===== src/rtl/booth_mul_arbiter.sv =====
// booth_mul_arbiter
// Round-robin scheduler that shares one sequential radix-4 Booth multiplier
// between N_REQ requesters. A granted request's operands are latched and held
// on the multiplier interface for the whole operation. The product is captured
// in the single cycle where mul_done is high. It is then returned on a shared
// response channel, tagged with the requester index. A watchdog turns a
// multiplier that never finishes into an error response (rsp_err=1, product 0).
//
// Ports
//   clk, rstn          clock, asynchronous active-low reset
//   req_vld/req_rdy    per-requester valid/ready (req_rdy combinational, one-hot or zero)
//   req_a/req_b        packed operands, requester i at [i*WIDTH +: WIDTH]
//   rsp_vld/rsp_rdy    shared response handshake
//   rsp_id/rsp_prod    requester index and signed product of the response
//   rsp_err            watchdog fired for this response
//   mul_vld/mul_a/mul_b  registered drive to the multiplier (vld must stay high)
//   mul_prod/mul_done  multiplier result, valid only in the mul_done cycle
//   busy               high whenever the scheduler is not idle
module booth_mul_arbiter #(
    parameter int N_REQ   = 4,
    parameter int WIDTH   = 8,
    parameter int ID_W    = 2,
    parameter int TIMEOUT = 32
) (
    input  logic                        clk,
    input  logic                        rstn,
    input  logic [N_REQ-1:0]            req_vld,
    output logic [N_REQ-1:0]            req_rdy,
    input  logic [N_REQ*WIDTH-1:0]      req_a,
    input  logic [N_REQ*WIDTH-1:0]      req_b,
    output logic                        rsp_vld,
    input  logic                        rsp_rdy,
    output logic [ID_W-1:0]             rsp_id,
    output logic signed [2*WIDTH-1:0]   rsp_prod,
    output logic                        rsp_err,
    output logic                        mul_vld,
    output logic signed [WIDTH-1:0]     mul_a,
    output logic signed [WIDTH-1:0]     mul_b,
    input  logic signed [2*WIDTH-1:0]   mul_prod,
    input  logic                        mul_done,
    output logic                        busy
);

    localparam int WD_W = $clog2(TIMEOUT);

    typedef enum logic [1:0] {IDLE, RUN, RESP} state_t;

    state_t                     state_q, state_d;
    logic [ID_W-1:0]            ptr_q, ptr_d;
    logic [ID_W-1:0]            gid_q, gid_d;
    logic [WD_W-1:0]            wd_q, wd_d;
    logic                       mul_vld_q, mul_vld_d;
    logic signed [WIDTH-1:0]    mul_a_q, mul_a_d;
    logic signed [WIDTH-1:0]    mul_b_q, mul_b_d;
    logic                       rsp_vld_q, rsp_vld_d;
    logic [ID_W-1:0]            rsp_id_q, rsp_id_d;
    logic signed [2*WIDTH-1:0]  rsp_prod_q, rsp_prod_d;
    logic                       rsp_err_q, rsp_err_d;

    logic signed [WIDTH-1:0]    a_arr [N_REQ];
    logic signed [WIDTH-1:0]    b_arr [N_REQ];
    logic [ID_W-1:0]            gnt_idx;
    logic [ID_W-1:0]            ptr_nxt;
    logic                       gnt_any;

    for (genvar gi = 0; gi < N_REQ; gi++) begin : g_unpack
        assign a_arr[gi] = req_a[gi*WIDTH +: WIDTH];
        assign b_arr[gi] = req_b[gi*WIDTH +: WIDTH];
    end

    // Round-robin pick: first pass takes the lowest active index at or above
    // the pointer; the second pass wraps around to the indices below it.
    always_comb begin
        gnt_idx = '0;
        gnt_any = 1'b0;
        for (int i = 0; i < N_REQ; i++) begin
            if (!gnt_any && req_vld[i] && (ID_W'(i) >= ptr_q)) begin
                gnt_any = 1'b1;
                gnt_idx = ID_W'(i);
            end
        end
        for (int i = 0; i < N_REQ; i++) begin
            if (!gnt_any && req_vld[i]) begin
                gnt_any = 1'b1;
                gnt_idx = ID_W'(i);
            end
        end
    end

    assign ptr_nxt = (gnt_idx == ID_W'(N_REQ-1)) ? '0 : gnt_idx + ID_W'(1);

    // Ready is gated with rstn so that no requester sees a transfer while the block is held in reset.
    assign req_rdy = (rstn && (state_q == IDLE) && gnt_any)
                   ? ({{(N_REQ-1){1'b0}}, 1'b1} << gnt_idx) : '0;

    always_comb begin
        state_d    = state_q;
        ptr_d      = ptr_q;
        gid_d      = gid_q;
        wd_d       = wd_q;
        mul_vld_d  = mul_vld_q;
        mul_a_d    = mul_a_q;
        mul_b_d    = mul_b_q;
        rsp_vld_d  = rsp_vld_q;
        rsp_id_d   = rsp_id_q;
        rsp_prod_d = rsp_prod_q;
        rsp_err_d  = rsp_err_q;
        case (state_q)
            IDLE: begin
                if (gnt_any) begin
                    mul_a_d   = a_arr[gnt_idx];
                    mul_b_d   = b_arr[gnt_idx];
                    gid_d     = gnt_idx;
                    mul_vld_d = 1'b1;
                    wd_d      = '0;
                    ptr_d     = ptr_nxt;
                    state_d   = RUN;
                end
            end
            RUN: begin
                // mul_prod is only valid during the done cycle, so it is captured right then.
                // Done takes priority over a watchdog expiry in the same cycle.
                if (mul_done) begin
                    rsp_prod_d = mul_prod;
                    rsp_err_d  = 1'b0;
                    rsp_id_d   = gid_q;
                    rsp_vld_d  = 1'b1;
                    mul_vld_d  = 1'b0;
                    state_d    = RESP;
                end else if (wd_q == WD_W'(TIMEOUT-1)) begin
                    rsp_prod_d = '0;
                    rsp_err_d  = 1'b1;
                    rsp_id_d   = gid_q;
                    rsp_vld_d  = 1'b1;
                    mul_vld_d  = 1'b0;
                    state_d    = RESP;
                end else begin
                    wd_d = wd_q + WD_W'(1);
                end
            end
            RESP: begin
                // At least one cycle here keeps mul_vld low between operations.
                if (rsp_rdy) begin
                    rsp_vld_d = 1'b0;
                    state_d   = IDLE;
                end
            end
            default: state_d = IDLE;
        endcase
    end

    always_ff @(posedge clk or negedge rstn) begin
        if (!rstn) begin
            state_q    <= IDLE;
            ptr_q      <= '0;
            gid_q      <= '0;
            wd_q       <= '0;
            mul_vld_q  <= 1'b0;
            mul_a_q    <= '0;
            mul_b_q    <= '0;
            rsp_vld_q  <= 1'b0;
            rsp_id_q   <= '0;
            rsp_prod_q <= '0;
            rsp_err_q  <= 1'b0;
        end else begin
            state_q    <= state_d;
            ptr_q      <= ptr_d;
            gid_q      <= gid_d;
            wd_q       <= wd_d;
            mul_vld_q  <= mul_vld_d;
            mul_a_q    <= mul_a_d;
            mul_b_q    <= mul_b_d;
            rsp_vld_q  <= rsp_vld_d;
            rsp_id_q   <= rsp_id_d;
            rsp_prod_q <= rsp_prod_d;
            rsp_err_q  <= rsp_err_d;
        end
    end

    assign mul_vld  = mul_vld_q;
    assign mul_a    = mul_a_q;
    assign mul_b    = mul_b_q;
    assign rsp_vld  = rsp_vld_q;
    assign rsp_id   = rsp_id_q;
    assign rsp_prod = rsp_prod_q;
    assign rsp_err  = rsp_err_q;
    assign busy     = (state_q != IDLE);

endmodule

===== config.mk =====
export PLATFORM = sky130hd
export DESIGN_NAME = booth_mul_arbiter
export DESIGN_NICKNAME = d
export VERILOG_FILES = /design/src/rtl/booth_mul_arbiter.sv
export SDC_FILE = /design/constraint.sdc
export NUM_CORES = 1
export LEC_CHECK = 0
export ABC_AREA = 0
export BUFFER_PORTS_ARGS = -buffer_cell sky130_fd_sc_hd__buf_2
export CORE_MARGIN = 8
export CORE_UTILIZATION = 40
export DETAILED_ROUTE_END_ITERATION = 8
export PLACE_DENSITY = 0.77
export SYNTH_ARGS = -nofsm -noshare
export SYNTH_HDL_FRONTEND = slang
export SYNTH_SLANG_ARGS = --single-unit
export TNS_END_PERCENT = 30

===== constraint.sdc =====
create_clock -name clk -period 4.7 [get_ports clk]
set_input_delay 0.47 -clock clk [delete_from_list [all_inputs] [get_ports clk]]
set_output_delay 0.47 -clock clk [all_outputs]
set_load 0.1 [all_outputs]

# After elaboration in Yosys (flattened, before gate mapping)
# Cells that the tools add are included.
[op_classes]
eq_ne = 9
mux = 45
n_lt_le_gt_ge = 5
reduce_logical = 31
shifts = 1
multipliers = 0
n_addsub = 2
div = 0
bitwise = 1
[op_table]
columns = ["operator", "count"]
rows = [
  ["binary-select mux 8 bit (select 2 bit)", 2],
  ["2-to-1 mux 16 bit", 2],
  ["2-to-1 mux 8 bit", 4],
  ["2-to-1 mux 2 bit", 13],
  ["2-to-1 mux 1 bit", 16],
  ["2-to-1 mux 5 bit", 3],
  ["logical AND 1 bit", 13],
  ["one-hot mux 5 bit (2 select lines)", 1],
  ["AND reduction 3 bit", 3],
  ["inequality test 2 bit (second input constant)", 4],
  ["nonzero test 2 bit", 4],
  ["logical NOT 1 bit", 7],
  ["one-hot mux 2 bit (3 select lines)", 1],
  ["adder 5 x 1 -> 5 bit (second input constant)", 1],
  ["== test 5 bit (second input constant)", 1],
  ["== test 2 bit (second input constant)", 2],
  [">= comparator 1 x 2 -> 1 bit (first input constant)", 2],
  [">= comparator 2 bit (first input constant)", 2],
  ["2-to-1 mux 4 bit", 1],
  ["one-hot mux 1 bit (2 select lines)", 2],
  ["AND reduction 2 bit", 2],
  ["AND reduction 4 bit", 1],
  ["<< shifter 1 x 2 -> 4 bit (first input constant)", 1],
  [">= comparator 3 bit (second input constant)", 1],
  ["5 further kinds", 5],
]
[word_totals]
in_bits = 88
ram_bits = 0
output_inout_bits = 42
rom_bits = 0
n_memories = 0
latch_bits = 0
register_bits = 48

# Logic depth before layout (Yosys ltp)
[logic_depth]
depth_word = 31
ltp_mapped = 9
ltp_nobuf = 8

# Worst setup path before layout
# No wires, ideal clock.
[synth_timing]
kind = "flip-flop to output port"
from = "register state_q[1]"
to = "output req_rdy[0]"
setup_slack_ps = 1992
arrival_ps = 2238
path_stages_with_launch = 4
required_ps = 4230
cell_sequence = "dfrtp_1 > or2_1 > nor2_1 > and3_1"
[synth_via]
elab_chain_len = 4
[synth_rtl]
columns = ["element", "line_no", "source"]
rows = [
  ["start: declaration", "48", "state_t state_q, state_d;"],
  ["start signal: assignment", "166", "state_q <= state_d;"],
  ["logical NOT 2 bit", "93", "assign req_rdy = (rstn && (state_q == IDLE) && gnt_any)"],
  ["logical AND 1 bit (2 in series)", "93", ""],
  ["2-to-1 mux 4 bit", "94", "? ({{(N_REQ-1){1'b0}}, 1'b1} << gnt_idx) : '0;"],
  ["end: declaration", "28", "output logic [N_REQ-1:0] req_rdy,"],
]
# Every way passes these cells.

# Worst setup path in the final report
[layout_timing]
from = "register ptr_q[1]"
to = "output req_rdy[3]"
[layout_via]
elab_chain_len = 29
elab_cells_between_ends = 40
classes_between = "4 x order compare; 1 x shift; 16 x mux; 19 x reduce/logical"
[layout_rtl]
columns = ["element", "line_no", "source"]
rows = [
  ["start: declaration", "49", "logic [ID_W-1:0] ptr_q, ptr_d;"],
  ["start signal: assignment", "167", "ptr_q <= ptr_d;"],
  [">= comparator 1 x 2 -> 1 bit", "77", "if (!gnt_any && req_vld[i] && (ID_W'(i) >= ptr_q)) begin"],
  ["logical AND 1 bit", "77", ""],
  ["2-to-1 mux 1 bit", "77", ""],
  ["logical NOT 1 bit", "77", ""],
  ["logical AND 1 bit (2 in series)", "77", ""],
  ["2-to-1 mux 1 bit", "77", ""],
  ["logical NOT 1 bit", "77", ""],
  ["logical AND 1 bit (2 in series)", "77", ""],
  ["[11 not listed]", "--", ""],
  ["logical NOT 1 bit", "83", "if (!gnt_any && req_vld[i]) begin"],
  ["logical AND 1 bit", "83", ""],
  ["2-to-1 mux 1 bit", "83", ""],
  ["logical NOT 1 bit", "83", ""],
  ["logical AND 1 bit", "83", ""],
  ["2-to-1 mux 2 bit or 2-to-1 mux 1 bit (tied branches)", "83", ""],
  ["<< shifter 1 x 2 -> 4 bit or logical AND 1 bit (tied branches)", "94, 93", ""],
  ["2-to-1 mux 4 bit *", "94", ""],
]
# Every way passes the cells marked *; elsewhere a longest branch is shown, timed or not.

==> flow_results.xml <==
<?xml version="1.0" encoding="UTF-8"?>
<metrics>
  <group name="status">
    <metric name="run_status" unit="">finished, final reports clean</metric>
  </group>
  <group name="setup_path">
    <metric name="reg2regPathDepth" unit="">6</metric>
    <metric name="worst_setup_path_start_kind" unit="">register</metric>
    <metric name="cp-end-kind" unit="">output pin</metric>
    <metric name="worst-endpoint-required" unit="ns">4.23</metric>
    <metric name="regToRegStartpoint" unit="">ptr_q[1]</metric>
    <metric name="timing.setup.critical_path_class" unit="">register to output pin</metric>
    <metric name="cp_max_fo" unit="">36</metric>
    <metric name="crit-reg2reg-capture" unit="">mul_b[4]</metric>
    <metric name="r2r_slack" unit="ns">2.45</metric>
    <metric name="critPathArrivalTime" unit="ns">2.59</metric>
  </group>
  <group name="routing">
    <metric name="drc_errors" unit="">0</metric>
    <metric name="post_drt_via_cell_ratio" unit="">5.13</metric>
    <metric name="firstDrtPassIters" unit="">4</metric>
    <metric name="drtIter0Drc" unit="">62</metric>
    <metric name="drt.antenna.violating_nets" unit="">0</metric>
    <metric name="drt-wirelength-per-cell" unit="um">15.5</metric>
    <metric name="vias" unit="">2214</metric>
    <metric name="route.final.wire_length" unit="mm">6.71</metric>
  </group>
  <group name="logic_synthesis">
    <metric name="number_of_warnings_issued_by_yosys" unit="">0</metric>
    <metric name="netlist_top_cells_area" unit="">sky130_fd_sc_hd__dfrtp_1, sky130_fd_sc_hd__mux2i_1, sky130_fd_sc_hd__a211o_1</metric>
    <metric name="yosys.cell_count.top_type" unit="">sky130_fd_sc_hd__dfrtp_1</metric>
    <metric name="synth.top_cell.area_share" unit="%">46.1</metric>
    <metric name="synth_seq_area_share" unit="%">46.1</metric>
    <metric name="netlist_top_cells_count" unit="">sky130_fd_sc_hd__dfrtp_1, sky130_fd_sc_hd__mux2i_1, sky130_fd_sc_hd__nor3_1, sky130_fd_sc_hd__a211o_1, sky130_fd_sc_hd__a22o_1</metric>
    <metric name="netlist.top_cell.by_area" unit="">sky130_fd_sc_hd__dfrtp_1</metric>
    <metric name="postSynthCellCount" unit="">233</metric>
    <metric name="postSynth.asyncResetShare" unit="%">100</metric>
    <metric name="synth_flop_type" unit="">sky130_fd_sc_hd__dfrtp_1</metric>
    <metric name="synth_edf_count" unit="">0</metric>
    <metric name="yosys.cell_types.count" unit="">37</metric>
    <metric name="synth.cell_area" unit="um^2">2600</metric>
    <metric name="synth-seq-cells" unit="">48</metric>
    <metric name="synth_nets" unit="">327</metric>
    <metric name="synth_area_per_cell" unit="um^2">11.2</metric>
  </group>
  <group name="final_layout">
    <metric name="seq_area" unit="um^2">1200</metric>
    <metric name="nNetsFinal" unit="">449</metric>
    <metric name="final_core_utilization" unit="%">53.1</metric>
    <metric name="final_cell_count_no_fill" unit="">432</metric>
    <metric name="fillCellCount" unit="">578</metric>
    <metric name="layout-area-overhead-vs-synth" unit="%">28.6</metric>
    <metric name="multi_input_area" unit="um^2">1220</metric>
    <metric name="fraction_of_final_layout_cells_sized_beyond_drive_strength_1" unit="%">43.1</metric>
    <metric name="antenna_cells" unit="">0</metric>
    <metric name="layout.cell_area.non_filler" unit="um^2">3350</metric>
  </group>
  <group name="global_routing">
    <metric name="pin_count_of_the_biggest_net_entering_global_routing" unit="">57</metric>
    <metric name="grt_pass1_wl" unit="mm">11.1</metric>
    <metric name="number_of_antenna_violations_at_the_first_check_in_global_routing" unit="">0</metric>
    <metric name="first_global_vias" unit="">2306</metric>
    <metric name="grt.total_usage" unit="%">13.8</metric>
    <metric name="overflow" unit="">0</metric>
  </group>
  <group name="cts">
    <metric name="tritoncts" unit="">built</metric>
    <metric name="clkSlewWorstSetupHoldPaths" unit="ns">0.10</metric>
    <metric name="cts_sinks" unit="">48</metric>
    <metric name="cts_hold_buf" unit="">0</metric>
    <metric name="cts-buffers-inserted" unit="">5</metric>
    <metric name="clk_path_buf_depth" unit="">2</metric>
    <metric name="h-tree-depth" unit="">2</metric>
    <metric name="post_cts_resized" unit="">0</metric>
    <metric name="clkLatencyLatePin" unit="ns">0.30</metric>
    <metric name="postCtsSetupBuffers" unit="">0</metric>
    <metric name="cts_root_buffer" unit="">sky130_fd_sc_hd__clkbuf_8</metric>
  </group>
  <group name="floorplan">
    <metric name="fp.dieArea" unit="um^2">9350</metric>
    <metric name="placementRows" unit="">29</metric>
    <metric name="fp.dieW" unit="um">96.7</metric>
    <metric name="core-area" unit="um^2">6310</metric>
    <metric name="starting_utilization_of_the_core_area" unit="%">41.3</metric>
    <metric name="io-pin-count" unit="">130</metric>
    <metric name="dieHeight" unit="um">96.7</metric>
  </group>
  <group name="timing">
    <metric name="final-setup-viol-count" unit="">0</metric>
    <metric name="min_period_over_period" unit="%">65.2</metric>
    <metric name="timing_worst_slew_pin_value" unit="ns">0.997</metric>
    <metric name="timing_max_transition_violations_final" unit="">0</metric>
    <metric name="worst_clock_skew" unit="ns">0.0150</metric>
    <metric name="timing.final.crit_period" unit="ns">3.06</metric>
    <metric name="rsz0062_at_grt" unit="">no</metric>
    <metric name="report.final.hold_viol_count" unit="">0</metric>
    <metric name="final_setup_tns" unit="ns">0</metric>
    <metric name="fmax" unit="MHz">326</metric>
    <metric name="worst_relative_slew_slack" unit="%">33.5</metric>
  </group>
  <group name="min_path">
    <metric name="hold_path_class" unit="">input port to asynchronous set/reset pin</metric>
  </group>
  <group name="place">
    <metric name="port-buffer-count" unit="">129</metric>
    <metric name="place_congestion" unit="">0.761</metric>
    <metric name="detailed_place_hpwl" unit="mm">5.18</metric>
    <metric name="dp.cells" unit="">425</metric>
    <metric name="dpl-instance-area" unit="um^2">3220</metric>
  </group>
  <group name="flow_run">
    <metric name="max-cap-violations" unit="">0</metric>
  </group>
</metrics>
worst max path at each step:
stage                from          to  slack, ns  cells after the start
2_1_floorplan  state_q[1]  req_rdy[0]       1.99                      3
3_3_place_gp   req_vld[3]  req_rdy[3]       1.92                      7
3_5_place_dp   req_vld[3]  req_rdy[3]       1.86                      7
4_1_cts          ptr_q[1]  req_rdy[3]       1.60                      6
5_1_grt          ptr_q[1]  req_rdy[3]       1.52                      6
6_report         ptr_q[1]  req_rdy[3]       1.64                      6
registers in the layout, summed over array words and instances, names as in the netlist:
signal,flops
mul_b,8
rsp_id,2
gid_q,2
mul_a,8
wd_q,5
ptr_q,2
rsp_vld,1
state_q,2
rsp_err,1
mul_vld,1
rsp_prod,16
layout by cell type, fill, tap and decap left out, types with 2 or more instances in the layout:
master,instances
sky130_fd_sc_hd__a211o_1,16
sky130_fd_sc_hd__a22o_1,16
sky130_fd_sc_hd__and3_1,5
sky130_fd_sc_hd__buf_2,129
sky130_fd_sc_hd__buf_4,4
sky130_fd_sc_hd__bufinv_16,2
sky130_fd_sc_hd__clkbuf_8,5
sky130_fd_sc_hd__dfrtp_1,48
sky130_fd_sc_hd__ha_1,6
sky130_fd_sc_hd__inv_1,5
sky130_fd_sc_hd__mux2_2,2
sky130_fd_sc_hd__mux2i_1,34
sky130_fd_sc_hd__nand2_1,13
sky130_fd_sc_hd__nand3_1,2
sky130_fd_sc_hd__nor2_1,9
sky130_fd_sc_hd__nor3_1,27
sky130_fd_sc_hd__nor3_2,5
sky130_fd_sc_hd__o21ai_0,7
sky130_fd_sc_hd__xor2_1,2
layout make-up:
type | count | share of cell area [%]
multi-input cells | 161 | 36.5
clock buffers | 5 | 2.05
repair buffers | 133 | 20.2
inverters | 6 | 0.747
flip-flops and latches | 48 | 35.9
well taps | 77 | 2.88
clock inverters | 2 | 1.79
stage by stage:
stage / hold slack [ns] / setup slack [ns]
detailed placement: 0.471 / 1.86
finish: 0.262 / 1.64
floorplan: 0.174 / 1.99
global placement: 0.457 / 1.92
CTS: 0.279 / 1.60
global route: 0.308 / 1.52
routing by layer:
| metal | GRT usage (%) | routed length, um | up-vias | part of all wire [%] |
|---|---|---|---|---|
| met1 | 15.8 | 2730 | 1038 | 41 |
| met5 | 0 | 0 | - | 0 |
| met4 | 4.38 | 74 | 0 | 1.1 |
| met2 | 23.4 | 3400 | 68 | 51 |
| met3 | 5.05 | 509 | 7 | 7.6 |
| li1 | - | - | 1101 | - |
kinds of logic after synthesis:
kind of cell / count (synthesis) / share of synthesized area, %
simple gates: 69 / 13.9
fa+ha+maj: 6 / 2.88
xor+xnor: 2 / 0.673
mux: 36 / 13.9
flops: 48 / 46.1
compound gates: 48 / 15.0
buf+inv: 24 / 7.49
worst max-delay path: stages, from the launching register on:
cell and delay [ns]:
sky130_fd_sc_hd__dfrtp_1 0.47, sky130_fd_sc_hd__mux2i_1 0.19, sky130_fd_sc_hd__a221oi_4 0.29, sky130_fd_sc_hd__buf_4 0.49, sky130_fd_sc_hd__ha_1 0.26, sky130_fd_sc_hd__and3_1 0.16, sky130_fd_sc_hd__buf_2 0.43
Power is left out: the tool's default activity adds up to more than one toggle a clock period on the data nets, which glitch-free logic cannot reach.
